### src/rtl/rcounter_ctrl_if.sv
// Button/time_out inputs and preset/core-control outputs of the countdown controller.
// slave = controller side, master = front-end/core side.
interface rcounter_ctrl_if;
  logic       btn_set;
  logic       btn_field;
  logic       btn_inc;
  logic       btn_start;
  logic       btn_stop;
  logic       btn_clear;
  logic       time_out;
  logic [7:0] preset_min;
  logic [7:0] preset_sec;
  logic [7:0] preset_ms_10;
  logic       core_en;
  logic       core_rst;
  logic       alarm;
  logic [1:0] edit_field;
  logic [2:0] state;

  modport slave (
    input  btn_set, btn_field, btn_inc, btn_start, btn_stop, btn_clear, time_out,
    output preset_min, preset_sec, preset_ms_10, core_en, core_rst, alarm,
           edit_field, state
  );

  modport master (
    output btn_set, btn_field, btn_inc, btn_start, btn_stop, btn_clear, time_out,
    input  preset_min, preset_sec, preset_ms_10, core_en, core_rst, alarm,
           edit_field, state
  );
endinterface

### src/rtl/rcounter_ctrl.sv
// Countdown timer control FSM: BCD preset editing, run/pause/clear sequencing, timed alarm.
// Latency: button sampled at edge N acts in cycle N+1 (Moore outputs); no backpressure, pulses never stall.
module rcounter_ctrl #(
  parameter int         ALARM_CYCLES = 100,
  parameter logic [7:0] DEF_MIN      = 8'h01,
  parameter logic [7:0] DEF_SEC      = 8'h00,
  parameter logic [7:0] DEF_MS10     = 8'h00
) (
  input  logic           clk_core,
  input  logic           rst,
  rcounter_ctrl_if.slave io
);

  localparam logic [2:0] S_IDLE  = 3'd0;
  localparam logic [2:0] S_SET   = 3'd1;
  localparam logic [2:0] S_RUN   = 3'd2;
  localparam logic [2:0] S_PAUSE = 3'd3;
  localparam logic [2:0] S_ALARM = 3'd4;

  localparam int            CW         = (ALARM_CYCLES > 1) ? $clog2(ALARM_CYCLES) : 1;
  localparam logic [CW-1:0] ALARM_LAST = CW'(ALARM_CYCLES - 1);

  logic [2:0]    state_q, state_d;
  logic [7:0]    min_q, min_d;
  logic [7:0]    sec_q, sec_d;
  logic [7:0]    ms_q, ms_d;
  logic [1:0]    field_q, field_d;
  logic [CW-1:0] cnt_q, cnt_d;
  logic          preset_nz;

  // One-step BCD increment that wraps to 00 once the field's top value is reached.
  function automatic logic [7:0] bcd_inc(input logic [7:0] v, input logic [7:0] top);
    if (v == top)
      return 8'h00;
    else if (v[3:0] == 4'd9)
      return {v[7:4] + 4'd1, 4'd0};
    else
      return {v[7:4], v[3:0] + 4'd1};
  endfunction

  assign preset_nz = |{min_q, sec_q, ms_q};

  always_comb begin
    state_d = state_q;
    min_d   = min_q;
    sec_d   = sec_q;
    ms_d    = ms_q;
    field_d = field_q;
    cnt_d   = cnt_q;
    case (state_q)
      S_IDLE: begin
        if (io.btn_clear) begin
          state_d = S_IDLE;
        end else if (io.btn_start) begin
          if (preset_nz) state_d = S_RUN;
        end else if (io.btn_set) begin
          state_d = S_SET;
          field_d = 2'd0;
        end
      end
      S_SET: begin
        if (io.btn_clear) begin
          min_d = 8'h00;
          sec_d = 8'h00;
          ms_d  = 8'h00;
        end else if (io.btn_start) begin
          if (preset_nz) state_d = S_RUN;
        end else if (io.btn_set) begin
          state_d = S_IDLE;
        end else if (io.btn_field) begin
          field_d = (field_q == 2'd2) ? 2'd0 : field_q + 2'd1;
        end else if (io.btn_inc) begin
          case (field_q)
            2'd0:    min_d = bcd_inc(min_q, 8'h59);
            2'd1:    sec_d = bcd_inc(sec_q, 8'h59);
            2'd2:    ms_d  = bcd_inc(ms_q, 8'h99);
            default: ;
          endcase
        end
      end
      S_RUN: begin
        if (io.btn_clear) begin
          state_d = S_IDLE;
        end else if (io.time_out) begin
          state_d = S_ALARM;
          cnt_d   = '0;
        end else if (io.btn_stop) begin
          state_d = S_PAUSE;
        end
      end
      S_PAUSE: begin
        if (io.btn_clear)      state_d = S_IDLE;
        else if (io.btn_start) state_d = S_RUN;
      end
      S_ALARM: begin
        if (io.btn_clear || io.btn_stop) state_d = S_IDLE;
        else if (cnt_q == ALARM_LAST)    state_d = S_IDLE;
        else                             cnt_d   = cnt_q + CW'(1);
      end
      default: state_d = S_IDLE;
    endcase
  end

  always_ff @(posedge clk_core or negedge rst) begin
    if (!rst) begin
      state_q <= S_IDLE;
      min_q   <= DEF_MIN;
      sec_q   <= DEF_SEC;
      ms_q    <= DEF_MS10;
      field_q <= 2'd0;
      cnt_q   <= '0;
    end else begin
      state_q <= state_d;
      min_q   <= min_d;
      sec_q   <= sec_d;
      ms_q    <= ms_d;
      field_q <= field_d;
      cnt_q   <= cnt_d;
    end
  end

  assign io.preset_min   = min_q;
  assign io.preset_sec   = sec_q;
  assign io.preset_ms_10 = ms_q;
  assign io.core_en      = (state_q == S_RUN);
  assign io.core_rst     = (state_q == S_IDLE) || (state_q == S_SET);
  assign io.alarm        = (state_q == S_ALARM);
  assign io.edit_field   = field_q;
  assign io.state        = state_q;

endmodule

### src/flat_wrapper.sv
// flat-port wrapper written by rule: the top's interface ports become plain ports
module rcounter_ctrl_flat 
#(
  parameter int         ALARM_CYCLES = 100,
  parameter logic [7:0] DEF_MIN      = 8'h01,
  parameter logic [7:0] DEF_SEC      = 8'h00,
  parameter logic [7:0] DEF_MS10     = 8'h00
)
  (clk_core, rst, io_btn_set, io_btn_field, io_btn_inc, io_btn_start, io_btn_stop, io_btn_clear, io_time_out, io_preset_min, io_preset_sec, io_preset_ms_10, io_core_en, io_core_rst, io_alarm, io_edit_field, io_state);
  rcounter_ctrl_if io_i ();
  input  logic clk_core;
  input  logic rst;
  input wire logic [$bits(io_i.btn_set)-1:0] io_btn_set;
  input wire logic [$bits(io_i.btn_field)-1:0] io_btn_field;
  input wire logic [$bits(io_i.btn_inc)-1:0] io_btn_inc;
  input wire logic [$bits(io_i.btn_start)-1:0] io_btn_start;
  input wire logic [$bits(io_i.btn_stop)-1:0] io_btn_stop;
  input wire logic [$bits(io_i.btn_clear)-1:0] io_btn_clear;
  input wire logic [$bits(io_i.time_out)-1:0] io_time_out;
  output wire logic [$bits(io_i.preset_min)-1:0] io_preset_min;
  output wire logic [$bits(io_i.preset_sec)-1:0] io_preset_sec;
  output wire logic [$bits(io_i.preset_ms_10)-1:0] io_preset_ms_10;
  output wire logic [$bits(io_i.core_en)-1:0] io_core_en;
  output wire logic [$bits(io_i.core_rst)-1:0] io_core_rst;
  output wire logic [$bits(io_i.alarm)-1:0] io_alarm;
  output wire logic [$bits(io_i.edit_field)-1:0] io_edit_field;
  output wire logic [$bits(io_i.state)-1:0] io_state;
  assign io_i.btn_set = io_btn_set;
  assign io_i.btn_field = io_btn_field;
  assign io_i.btn_inc = io_btn_inc;
  assign io_i.btn_start = io_btn_start;
  assign io_i.btn_stop = io_btn_stop;
  assign io_i.btn_clear = io_btn_clear;
  assign io_i.time_out = io_time_out;
  assign io_preset_min = io_i.preset_min;
  assign io_preset_sec = io_i.preset_sec;
  assign io_preset_ms_10 = io_i.preset_ms_10;
  assign io_core_en = io_i.core_en;
  assign io_core_rst = io_i.core_rst;
  assign io_alarm = io_i.alarm;
  assign io_edit_field = io_i.edit_field;
  assign io_state = io_i.state;
  rcounter_ctrl #(.ALARM_CYCLES(ALARM_CYCLES), .DEF_MIN(DEF_MIN), .DEF_SEC(DEF_SEC), .DEF_MS10(DEF_MS10)) u_core (.clk_core(clk_core), .rst(rst), .io(io_i));
endmodule
### config.mk
export PLATFORM = sky130hd
export DESIGN_NAME = rcounter_ctrl_flat
export DESIGN_NICKNAME = d
export VERILOG_FILES = /design/src/rtl/rcounter_ctrl_if.sv /design/src/rtl/rcounter_ctrl.sv /design/src/flat_wrapper.sv
export SDC_FILE = /design/constraint.sdc
export NUM_CORES = 1
export LEC_CHECK = 0
export ABC_CLOCK_PERIOD_IN_PS = 2100
export CAP_MARGIN = 25
export CORE_MARGIN = 5
export CORE_UTILIZATION = 53
export DETAILED_ROUTE_END_ITERATION = 8
export GPL_ROUTABILITY_DRIVEN = 0
export GPL_TIMING_DRIVEN = 0
export PLACE_DENSITY = 0.86
export SKIP_LAST_GASP = 1
export SYNTH_ARGS = -nofsm -noshare
export SYNTH_HDL_FRONTEND = slang
export SYNTH_SLANG_ARGS = --single-unit
### constraint.sdc
create_clock -name clk_core -period 2.1 [get_ports clk_core]
set_clock_uncertainty 0.05 [all_clocks]
set_input_delay 0.525 -clock clk_core [delete_from_list [all_inputs] [get_ports clk_core]]
set_output_delay 0.525 -clock clk_core [all_outputs]
set_load 0.05 [all_outputs]
# Yosys cells after proc, flatten, opt, wreduce, memory -nomap -nowiden
# Cells that the tools add are included.
# totals
regBits,36
out_inout_bits,32
in_bits,9
word_cells,125
# classes
n_eq_ne,32
reduce_logical,23
add_sub_neg,8
n_mux,53
# op_table
operator,n
$mux 8,24
$mux 3,14
$mux 7,4
$add 4x1->4 const B,6
$reduce_and 6->1,4
$reduce_or 24->1,1
$ne 2x2->1 const B,11
$reduce_and 7->1,3
$eq 8x7->1 const B,2
$mux 2,8
$pmux 3 s5,1
$pmux 7 s2,1
$eq 4x4->1 const B,3
$reduce_bool 2->1,6
$reduce_bool 3->1,3
$eq 8x8->1 const B,1
$ne 4x4->1 const B,2
$reduce_and 8->1,1
$add 7x1->7 const B,1
$eq 7x7->1 const B,1
$eq 3x2->1 const B,2
$ne 2x1->1 const B,3
$ne 3x3->1 const B,2
$reduce_and 5->1,1
10 further kinds,11

# Depth between registers and ports, before layout
# depth
ltp_word,9
ltp_mapped,8
mapped_depth_nobuf,7

# Worst setup path after synthesis
# Ideal clock, no wire load.
# synth_timing
path_type,reg-to-reg
start,"reg u_core.state_q[2], in the netlist u_core.io.state[2]"
end,reg u_core.cnt_q[6]
setup_time_ps,122
period_less_slack_ps,2376
arrival_time_ps,2204
path_stages_with_launch,9
slack_ps,-276
path_buffers,2
t_required_ps,1928
path_cell_list,dfrtp_1 > buf_2 > or3b_1 > inv_1 > and3_1 > buf_2 > nor4_1 > xnor2_1 > nor2_1
# synth_via
elab_chain_cells,3
word_cells_on_any_way,9
classes_between,eq/ne: 6; mux: 1; reduce/logical: 2
# synth_rtl
element,line_no,rtl
start: declaration,rcounter_ctrl.sv:23,"logic [2:0] state_q, state_d;"
start signal: assignment,rcounter_ctrl.sv:113,state_q <= state_d;
$eq 3x3->1 (*),-,
via io_alarm,flat_wrapper.sv:25,output wire logic [$bits(io_i.alarm)-1:0] io_alarm;
$ne 2x2->1 (no line) / $reduce_bool 2->1 (equally long branches),-,
$reduce_and 5->1 (no line),-,
end signal: assignment,rcounter_ctrl.sv:118,cnt_q <= cnt_d;
end: declaration,rcounter_ctrl.sv:28,"logic [CW-1:0] cnt_q, cnt_d;"
# Mark *: on every way through the listed nets, which the timed path passes. The rest lies on a longest branch.
# A chain may end at the register's enable or synchronous reset.

# Final worst setup path
# layout_timing
start,in io_btn_inc
end,"reg u_core.ms_q[7], in the netlist u_core.io.preset_ms_10[7]"
# layout_via
elab_chain_cells,2
# layout_rtl
element,line_no,rtl
start: declaration,flat_wrapper.sv:15,input wire logic [$bits(io_i.btn_inc)-1:0] io_btn_inc;
$reduce_bool 2->1 (no line),-,
$reduce_and 7->1 (no line),-,
end signal: assignment,rcounter_ctrl.sv:116,ms_q <= ms_d;
end: declaration,rcounter_ctrl.sv:26,"logic [7:0] ms_q, ms_d;"
# No other way between the ends.

==> results.toml <==
[clock_network]
clock-root-buffer = "clkbuf_8"
numClockSinks = 36
cts_buffers = 5
htree_num_levels = 2
clk_path_buf_depth = 2
cts_tree = "yes"
clkTransAtPathRegs_ns = 0.08
clk_latency_ns = 0.30
postCtsHoldBufs = 0

[die]
die_w_microns = 76.0
start_util = 0.538
die_height_microns = 76.0
rows = 24
core_sq_um = 4290
ioPinCount = 41
die_area_sq_um = 5780

[pwr]
peakVddDrop_mv = 0.783
p_total_mw = 3.49
cellPowerDensity_nw_per_um2 = 1160
total_leakage_power_nw = 1.38

[critical_path]
critPathArrivalTime_ns = 2.25
crit_type = "in2reg"
reg2reg_from = "u_core.io.preset_ms_10[1]$_DFFE_PN0P_"
crit_path_start_kind = "primary input"
critical_path_required_ns = 2.28
startpoint = "io_btn_inc"
cp-end-kind = "flop"
cp_max_fo = 9

[yosys]
synth_top_area_share = 0.379
synth_xor_xnor_area_share = 0.0341
yosys-top-cells-area = "dfrtp_1 38%, ha_1 7.0%, nor2_1 3.6%"
synth_cells = 257
netlist_area_sq_um = 2310
synth_compound_area_frac = 0.145
synth_mux_area_frac = 0.0146
synth_fa_ha_area_frac = 0.0704
yosys.area.top_type = "dfrtp_1"
async_flop_share = 1.00
synthDistinctLibCells = 48
synth_top_family_by_area = "simple AND/OR/NAND/NOR gates"
post_synth.cell_area_avg_sq_um = 8.99
synth-simple-area-share = 0.300
ys_seq_elements = 36
yosysSeqAreaShare = 0.391
ys_warn_count = 0
synth_flop_cell = "dfrtp_1"
synth-edff-count = 0
syn_nets = 279

[routing]
firstDrtPassIters = 4
vias_per_cell = 6.10
drc = 0
ant_nets = 0
wl_per_cell_microns = 16.7
num_vias = 2208
drt-total-wl_microns = 6060
initialDrtViolationCount = 203

[finish]
final_util = 0.699
layout_common_cells = "32 x dfrtp_1, 26 x dlygate4sd2_1, 19 x nor2_1, 16 x inv_1, 15 x o21ai_1"
finalNetCount = 331
fill_cells = 338
final_common_cell = "dfrtp_1"
syn2layout_area_growth_pct = 30.0
drive_gt1_frac = 0.171
diodes = 0

[outcome]
outcome = "completed"

[flow_run]
drv_cap = 0

[placement]
port_buffers = 40
dp_hpwl_microns = 4110

[global_routing]
antenna_found_initial = 0
grt_pass1_wl_microns = 9910
grt_pass1_vias = 2047
grt_max_degree = 37
grt.total_usage = 0.207
grt_overflow = 0

[timing]
slew_violations = 0
post-route-min-period_ns = 2.07
period_share = 0.986
maxSlewHeadroom = 0.444
max_freq_ghz = 0.483
rsz0062_at_grt = "yes"
finalHoldViolCount = 0
setup_viol = 0
holdWs_ns = 0.278
tightest_slew_ns = 0.834

[min_path]
hold_class = "in2async"
==> synthesized netlist by cell type (5+ instances only) <==
library cell  instances
a21oi_1               8
and2_1                5
dfrtp_1              35
ha_1                 13
inv_1                17
nand2_1              12
nand2b_1              7
nand3_1              14
nor2_1               22
nor2b_1               5
nor3_1               13
nor4_1               10
o21ai_0               9
o21ai_1              16
xnor2_1               6
==> repair_timing <==
item	CTS	global route
setup endpoints to repair	58	18
gates resized for setup	44	25
pin swaps	1	5
setup buffers	3	2
==> registers in the layout, summed over array words and instances (netlist names) <==
signal and flops:
u_core.io.edit_field 2, u_core.io.preset_min 8, u_core.io.preset_sec 8, u_core.cnt_q 7
u_core.io.preset_ms_10 8, u_core.io.state 3
==> report_power, final <==
group          leakage, nW  internal (mW)  switching (mW)
Combinational        0.861          0.605            1.20
Sequential           0.471          0.874           0.287
Clock               0.0510          0.262           0.259
Total                 1.38           1.74            1.75
==> area by class of cell <==
type / count / area, sq um / share of cell area
multi-input combinational: 196 / 1400 / 0.466
sequential: 36 / 906 / 0.302
timing repair buffer: 45 / 413 / 0.138
clock buffer: 6 / 82.6 / 0.0275
inverter: 17 / 67.6 / 0.0225
tap: 52 / 65.1 / 0.0217
buffer: 8 / 58.8 / 0.0196
clock inverter: 2 / 10.0 / 0.00333
==> critical path, stage by stage <==
cell and delay [ns]:
clkdlybuf4s50_1 0.51, nor2b_2 0.20, o211ai_4 0.15, or2_1 0.27, or4_1 0.51, o21ai_1 0.08
==> stage by stage <==
| stage | setup slack, ns | TNS (ns) | instance area, sq um | cells |
|---|---|---|---|---|
| after CTS | -0.140 | -0.140 | 2900 | 360 |
| after detailed placement | -0.591 | -14.65 | 2810 | 349 |
| after global placement | -0.541 | -27.78 | 2810 | 349 |
| after floorplan | -0.0428 | -0.132 | 2350 | 257 |
| after global routing | -0.00978 | -0.00978 | 3000 | 362 |
| final | 0.0286 | 0 | 3000 | 362 |
==> worst paths after layout <==
| kind | endpoint | slack (ns) | cells after the start |
|---|---|---|---|
| setup reg to reg | u_core.io.preset_ms_10[7]$_DFFE_PN0P_ | 0.11 | 7 |
| hold / removal | u_core.io.preset_sec[5]$_DFFE_PN0P_ | 0.28 | 1 |
| max in group asynchronous | u_core.io.preset_ms_10[0]$_DFFE_PN0P_ | 1.14 | 1 |
| setup / recovery | u_core.io.preset_ms_10[7]$_DFFE_PN0P_ | 0.03 | 6 |
| min in group clk_core | u_core.cnt_q[0]$_DFFE_PN0P_ | 0.49 | 1 |
| hold reg to reg | u_core.cnt_q[0]$_DFFE_PN0P_ | 0.49 | 1 |
==> cells by family after synthesis <==
logic type / Yosys count
mux: 3
compound gates: 51
fa+ha+maj: 13
simple gates: 120
flops: 36
buf+inv: 25
xor+xnor: 9
==> routing by layer <==
metal | wire (microns) | track usage | part of all wire | vias to the layer above
met5 | 0 | 0 | 0 | -
met4 | 157 | 0.0979 | 0.026 | 0
met3 | 424 | 0.0615 | 0.070 | 17
met2 | 2960 | 0.317 | 0.49 | 83
met1 | 2520 | 0.268 | 0.42 | 1078
li1 | - | - | - | 1030
Note: power is estimated with default switching activity, not from simulation.
